$ cat config.mk
export PLATFORM = sky130hd
export DESIGN_NAME = riscv_fetch_align
export DESIGN_NICKNAME = d
export VERILOG_FILES = /design/src/rtl/riscv_fetch_align.sv
export SDC_FILE = /design/constraint.sdc
export NUM_CORES = 1
export LEC_CHECK = 0
export ABC_AREA = 1
export CORE_AREA = 2 2 243 245
export DETAILED_ROUTE_END_ITERATION = 16
export DIE_AREA = 0 0 245 247
export GPL_TIMING_DRIVEN = 0
export HOLD_SLACK_MARGIN = 0.08
export PLACE_DENSITY_LB_ADDON = 0.15
export SLEW_MARGIN = 40
export SYNTH_ARGS = -nofsm -noshare
export SYNTH_HDL_FRONTEND = slang
export SYNTH_SLANG_ARGS = --single-unit
export TNS_END_PERCENT = 1
$ cat constraint.sdc
create_clock -name clk -period 8.7 [get_ports clk]
set_input_delay 2.175 -clock clk [delete_from_list [all_inputs] [get_ports clk]]
set_output_delay 2.175 -clock clk [all_outputs]
set_load 0.005 [all_outputs]
$ cat src/rtl/riscv_fetch_align.sv
// Fetch aligner: word fetches in, one RV32C or RV32 instruction out.
// Six-halfword queue absorbs word-boundary straddles and decode stalls.
module riscv_fetch_align #(
  parameter logic [31:0] PC0 = 32'h0000_0000
) (
  input  logic        clk,
  input  logic        rst_n,
  output logic        req_vld,
  input  logic        req_rdy,
  output logic [31:0] req_adr,
  input  logic        rsp_vld,
  input  logic [31:0] rsp_dat,
  input  logic        jmp_vld,
  input  logic [31:0] jmp_adr,
  output logic        ins_vld,
  input  logic        ins_rdy,
  output logic [31:0] ins_dat,
  output logic [31:0] ins_pc,
  output logic        ins_cmp
);

  logic [15:0] hw_buf  [6];
  logic [15:0] buf_nxt [6];
  logic [2:0]  hw_cnt;
  logic [2:0]  cnt_nxt;
  logic [2:0]  pop_n;
  logic [2:0]  push_n;
  logic [2:0]  base;
  logic [2:0]  src;
  logic [1:0]  out_cnt;
  logic [1:0]  dsc_cnt;
  logic [1:0]  kept;
  logic [3:0]  fill;
  logic [31:0] pc_q;
  logic [31:0] fch_adr;
  logic        fch_skp;
  logic        is_cmp;
  logic        req_fire;
  logic        ins_fire;
  logic        keep_rsp;
  logic        unused_ok;

  assign unused_ok = jmp_adr[0];

  always_comb begin
    is_cmp  = hw_buf[0][1:0] != 2'b11;
    ins_vld = !jmp_vld &&
              (is_cmp ? hw_cnt >= 3'd1 : hw_cnt >= 3'd2);
    ins_dat = is_cmp ? {16'h0, hw_buf[0]}
                     : {hw_buf[1], hw_buf[0]};
    ins_cmp = (hw_cnt != 3'd0) && is_cmp;
    ins_pc  = pc_q;
  end

  // A redirect discards everything in flight, so the fill limit is moot.
  always_comb begin
    kept     = out_cnt - dsc_cnt;
    fill     = {1'b0, hw_cnt} + {1'b0, kept, 1'b0};
    req_vld  = rst_n && (out_cnt < 2'd2) &&
               (jmp_vld || fill <= 4'd4);
    req_adr  = jmp_vld ? {jmp_adr[31:2], 2'b00} : fch_adr;
    req_fire = req_vld && req_rdy;
    ins_fire = ins_vld && ins_rdy;
    keep_rsp = rsp_vld && (dsc_cnt == 2'd0) && !jmp_vld;
    pop_n    = ins_fire ? (is_cmp ? 3'd1 : 3'd2) : 3'd0;
    push_n   = keep_rsp ? (fch_skp ? 3'd1 : 3'd2) : 3'd0;
  end

  always_comb begin
    base = hw_cnt - pop_n;
    src  = '0;
    for (int i = 0; i < 6; i++) begin
      src = 3'(i) + pop_n;
      buf_nxt[i] = (src < 3'd6) ? hw_buf[src] : 16'h0;
      if (push_n == 3'd2) begin
        if (3'(i) == base)
          buf_nxt[i] = rsp_dat[15:0];
        if (3'(i) == base + 3'd1)
          buf_nxt[i] = rsp_dat[31:16];
      end else if (push_n == 3'd1) begin
        if (3'(i) == base)
          buf_nxt[i] = rsp_dat[31:16];
      end
    end
    cnt_nxt = jmp_vld ? 3'd0 : hw_cnt + push_n - pop_n;
  end

  always_ff @(posedge clk or negedge rst_n) begin
    if (!rst_n) begin
      for (int i = 0; i < 6; i++)
        hw_buf[i] <= '0;
      hw_cnt  <= '0;
      out_cnt <= '0;
      dsc_cnt <= '0;
      pc_q    <= PC0;
      fch_adr <= {PC0[31:2], 2'b00};
      fch_skp <= PC0[1];
    end else begin
      for (int i = 0; i < 6; i++)
        hw_buf[i] <= buf_nxt[i];
      hw_cnt  <= cnt_nxt;
      out_cnt <= out_cnt + {1'b0, req_fire} - {1'b0, rsp_vld};
      if (jmp_vld)
        dsc_cnt <= out_cnt - {1'b0, rsp_vld};
      else if (rsp_vld && dsc_cnt != 2'd0)
        dsc_cnt <= dsc_cnt - 2'd1;
      if (req_fire)
        fch_adr <= req_adr + 32'd4;
      else if (jmp_vld)
        fch_adr <= {jmp_adr[31:2], 2'b00};
      if (jmp_vld)
        fch_skp <= jmp_adr[1];
      else if (keep_rsp)
        fch_skp <= 1'b0;
      if (jmp_vld)
        pc_q <= {jmp_adr[31:1], 1'b0};
      else if (ins_fire)
        pc_q <= pc_q + (is_cmp ? 32'd2 : 32'd4);
    end
  end

endmodule

==> results.yml, run 1 <==
routing:
  dr.pass1.iters: 9
  drc: 0
  dr_wl_met3_um: 6990
  wl_per_cell_um: 25.0
  met2_length_um: 36600
  wirelength_met1_um: 34800
  dr.max_layer_used: "met5"
  drt_iter0_drc: 1841
  viasPerCell: 5.25
  ant_nets: 0
  vias: 17152
  drt-total-wl_um: 81800
global_route:
  grt.overflow.total: 0
  grt_pass1_vias: 16584
  grt_usage: 0.269
  grt_start_max_net_pins: 63
  antenna_found_initial: 4
  grt_pass1_wl_um: 117000
power:
  power_density_nw_per_um2: 331
  p_leak_nw: 8.46
  power.total_mw: 5.81
  ir_drop_v: 0.000197
job:
  maxCapViolations: 0
clocking:
  ctsHtreeMaxLevel: 4
  cts_setup_buffers: 0
  clock_sinks: 167
  cts_tree: "yes"
  clk_latency_ns: 0.52
  clkTransAtPathRegs_ns: 0.07
  cts_root_buf: "clkbuf_16"
  cts_resized: 0
  cts_made_buffers: 17
  hold_buffers: 0
  cts_buffer_depth: 2
place:
  place_area_um2: 16900
  port_buffers: 155
  hpwl_um: 62800
  routabilityCongestion: 0.977
timing:
  fin_crit_ns: 6.84
  fmax_mhz: 146
  hold_violations: 0
  slew_headroom: 0.351
  fin_skew_ns: 0.0168
  setup-tns-final_ns: 0
  rsz0062_at_grt: "no"
  timing_max_transition_violations_final: 0
  setup_viol: 0
  post-route-period-util: 0.787
  tightest_slew_ns: 0.974
cells_and_area:
  syn_to_final_growth_pct: 22.5
  design_area_um2: 17600
  layout_commonest_cell: "nand2_1"
  drive_gt1_frac: 0.0522
  seq_area_um2: 4180
  nFillCells: 6529
  final_cell_mix: "nand2_1, inv_1, nand3_1, o21ai_0, dfrtp_1"
  layout.nets: 2570
  multi_input_area_um2: 8420
  antennaDiodeCount: 0
floorplanning:
  die_area_um2: 60500
  io_pins: 169
  coreArea_um2: 58200
  die_h_um: 247
  die_w_um: 245
  start_util: 0.246
  fp-row-count: 89
worst_setup_path:
  reg2reg_from: "hw_buf[80]"
  crit_fanout: 13
  cp.required_ns: 9.09
  worst_setup_path_end_kind: "flip-flop"
  start_kind: "primary input"
  critPathLaunch: "jmp_vld"
  criticalPathCategory: "primary input to flip-flop"
  rr_worst_depth: 16
  crit_arrival_ns: 7.23
yosys:
  synthCells: 2303
  ys_seq_area_frac: 0.291
  synth_nets: 2394
  ys_ff_latch: 167
  syn_area_um2: 14300
  synth_ff_type: "dfrtp_1"
  synth-edff-count: 0
  synth_cell_type_count: 52
  yosys_warnings: 0
  synthArstFlopShare: 1.00
  syn_area_per_cell_um2: 6.23
  synthTopCellsByArea: "dfrtp_1, nand2_1, nand3_1"
  yosys.area.top_type: "dfrtp_1"
  synth_top_cell_area_share: 0.291
run_status:
  status: "complete, no violations"
hold_path:
  holdCritPathClass: "flip-flop to flip-flop"
  hold_start: "fch_adr[1]"
  hold_depth: 2
registers in the layout, summed over array words and instances, names as in the netlist:
| name | cells |
|---|---|
| hw_buf | 96 |
| dsc_cnt | 2 |
| ins_pc | 31 |
| out_cnt | 2 |
| fch_adr | 32 |
| hw_cnt | 3 |
| fch_skp | 1 |
metrics by stage:
step / worst slack (ns) / hold WS (ns) / cells / util
floorplan: 3.53 / 0.473 / 2303 / -
CTS: 1.86 / 0.496 / 3265 / 0.302
finish: 1.86 / 0.492 / 3265 / 0.302
global placement: -4.34 / 0.474 / 3231 / 0.290
detailed placement: 1.38 / 0.482 / 3233 / 0.291
global route: 1.73 / 0.531 / 3265 / 0.302
per-layer routing:
metal	GRT usage	up-vias
met4	0.105	6
met5	0	-
met2	0.429	961
met1	0.351	8117
met3	0.0618	188
li1	-	7880
Yosys cell counts (2+ instances only):
master and instances:
nor2_2 2, o21ai_0 190, ha_1 16, nand4_1 35, xor2_1 29, clkbuf_1 84
nor3_1 25, o211ai_1 68, nand2_2 4, fa_1 5, dfrtp_1 167, nand2_1 755
buf_2 16, inv_2 15, clkbuf_2 2, buf_6 7, o21a_1 4, o221ai_1 24
a21boi_0 4, nand3b_1 3, buf_4 24, o211ai_2 2, o31ai_1 2, o21bai_1 7
nor2_4 3, buf_1 26, nor2_1 125, o21ai_1 27, xnor2_1 20, o22ai_1 18
o221ai_2 2, nor3_2 4, a211oi_1 4, nand3_1 190, nor3b_1 4, a21oi_1 119
a2bb2oi_1 4, nor4_1 6, inv_1 248
final timing paths:
kind | end | slack, ns
hold / removal | fch_adr[1] | 0.49
setup reg to reg | hw_buf[41] | 3.41
hold reg to reg | fch_adr[1] | 0.49
min in group asynchronous | hw_buf[93] | 1.58
max in group asynchronous | fch_adr[27] | 6.05
setup / recovery | hw_buf[41] | 1.86
report_power, final:
part           internal [mW]  switching (mW)
sequential              1.07           0.230
clock                  0.470           0.420
combinational           1.24            2.38
total                   2.78            3.03
cells by family (layout without fill, tap and decap cells):
kind of cell,count (synthesis),after routing,synth area share
xor+xnor,49,49,0.0299
compound gates,478,478,0.194
buf+inv,423,612,0.122
other cells,1,1,0.000261
simple gates,1164,1164,0.341
flops,167,167,0.291
fa+ha+maj,21,21,0.0209
area by class of cell:
class / count / area share
Multi-Input combinational cell: 1713 / 0.479
Sequential cell: 167 / 0.238
Timing Repair Buffer: 157 / 0.0917
Inverter: 264 / 0.0564
Tap cell: 773 / 0.0551
Buffer: 159 / 0.0439
Clock buffer: 19 / 0.0252
Clock inverter: 13 / 0.0106
worst max-delay path, cell delays in order:
cell and delay (ns):
clkdlybuf4s50_1 0.44, inv_2 0.19, nand2_1 0.13, nor2_4 0.22, nand3_4 0.21, inv_2 0.20, buf_2 0.57, ha_1 0.28
fa_1 0.52, nor2_1 0.19, ha_1 0.19, inv_1 0.13, nor2_1 0.67, clkbuf_1 0.74, nand2_1 0.12, nand3_1 0.12
nand2_1 0.09
(Power assumes the default switching activity.)
==> run 2: changes to the inputs <==
==> constraint.sdc (replaced) <==
create_clock -name clk -period 6.8 [get_ports clk]
set_input_delay 1.7 -clock clk [delete_from_list [all_inputs] [get_ports clk]]
set_output_delay 1.7 -clock clk [all_outputs]
set_load 0.005 [all_outputs]
==> results of run 2 <==
The final DEF is identical to that of run 1. Status: complete, no violations.
Main changes from that run: setup slack after placement 1.38 ns -> -0.0488 ns; setup slack after layout 1.86 ns -> 0.431 ns; register-to-register setup slack 3.41 ns -> 1.51 ns; total power 5.81 mW -> 7.43 mW; worst IR drop on VDD 0.000197 V -> 0.000251 V
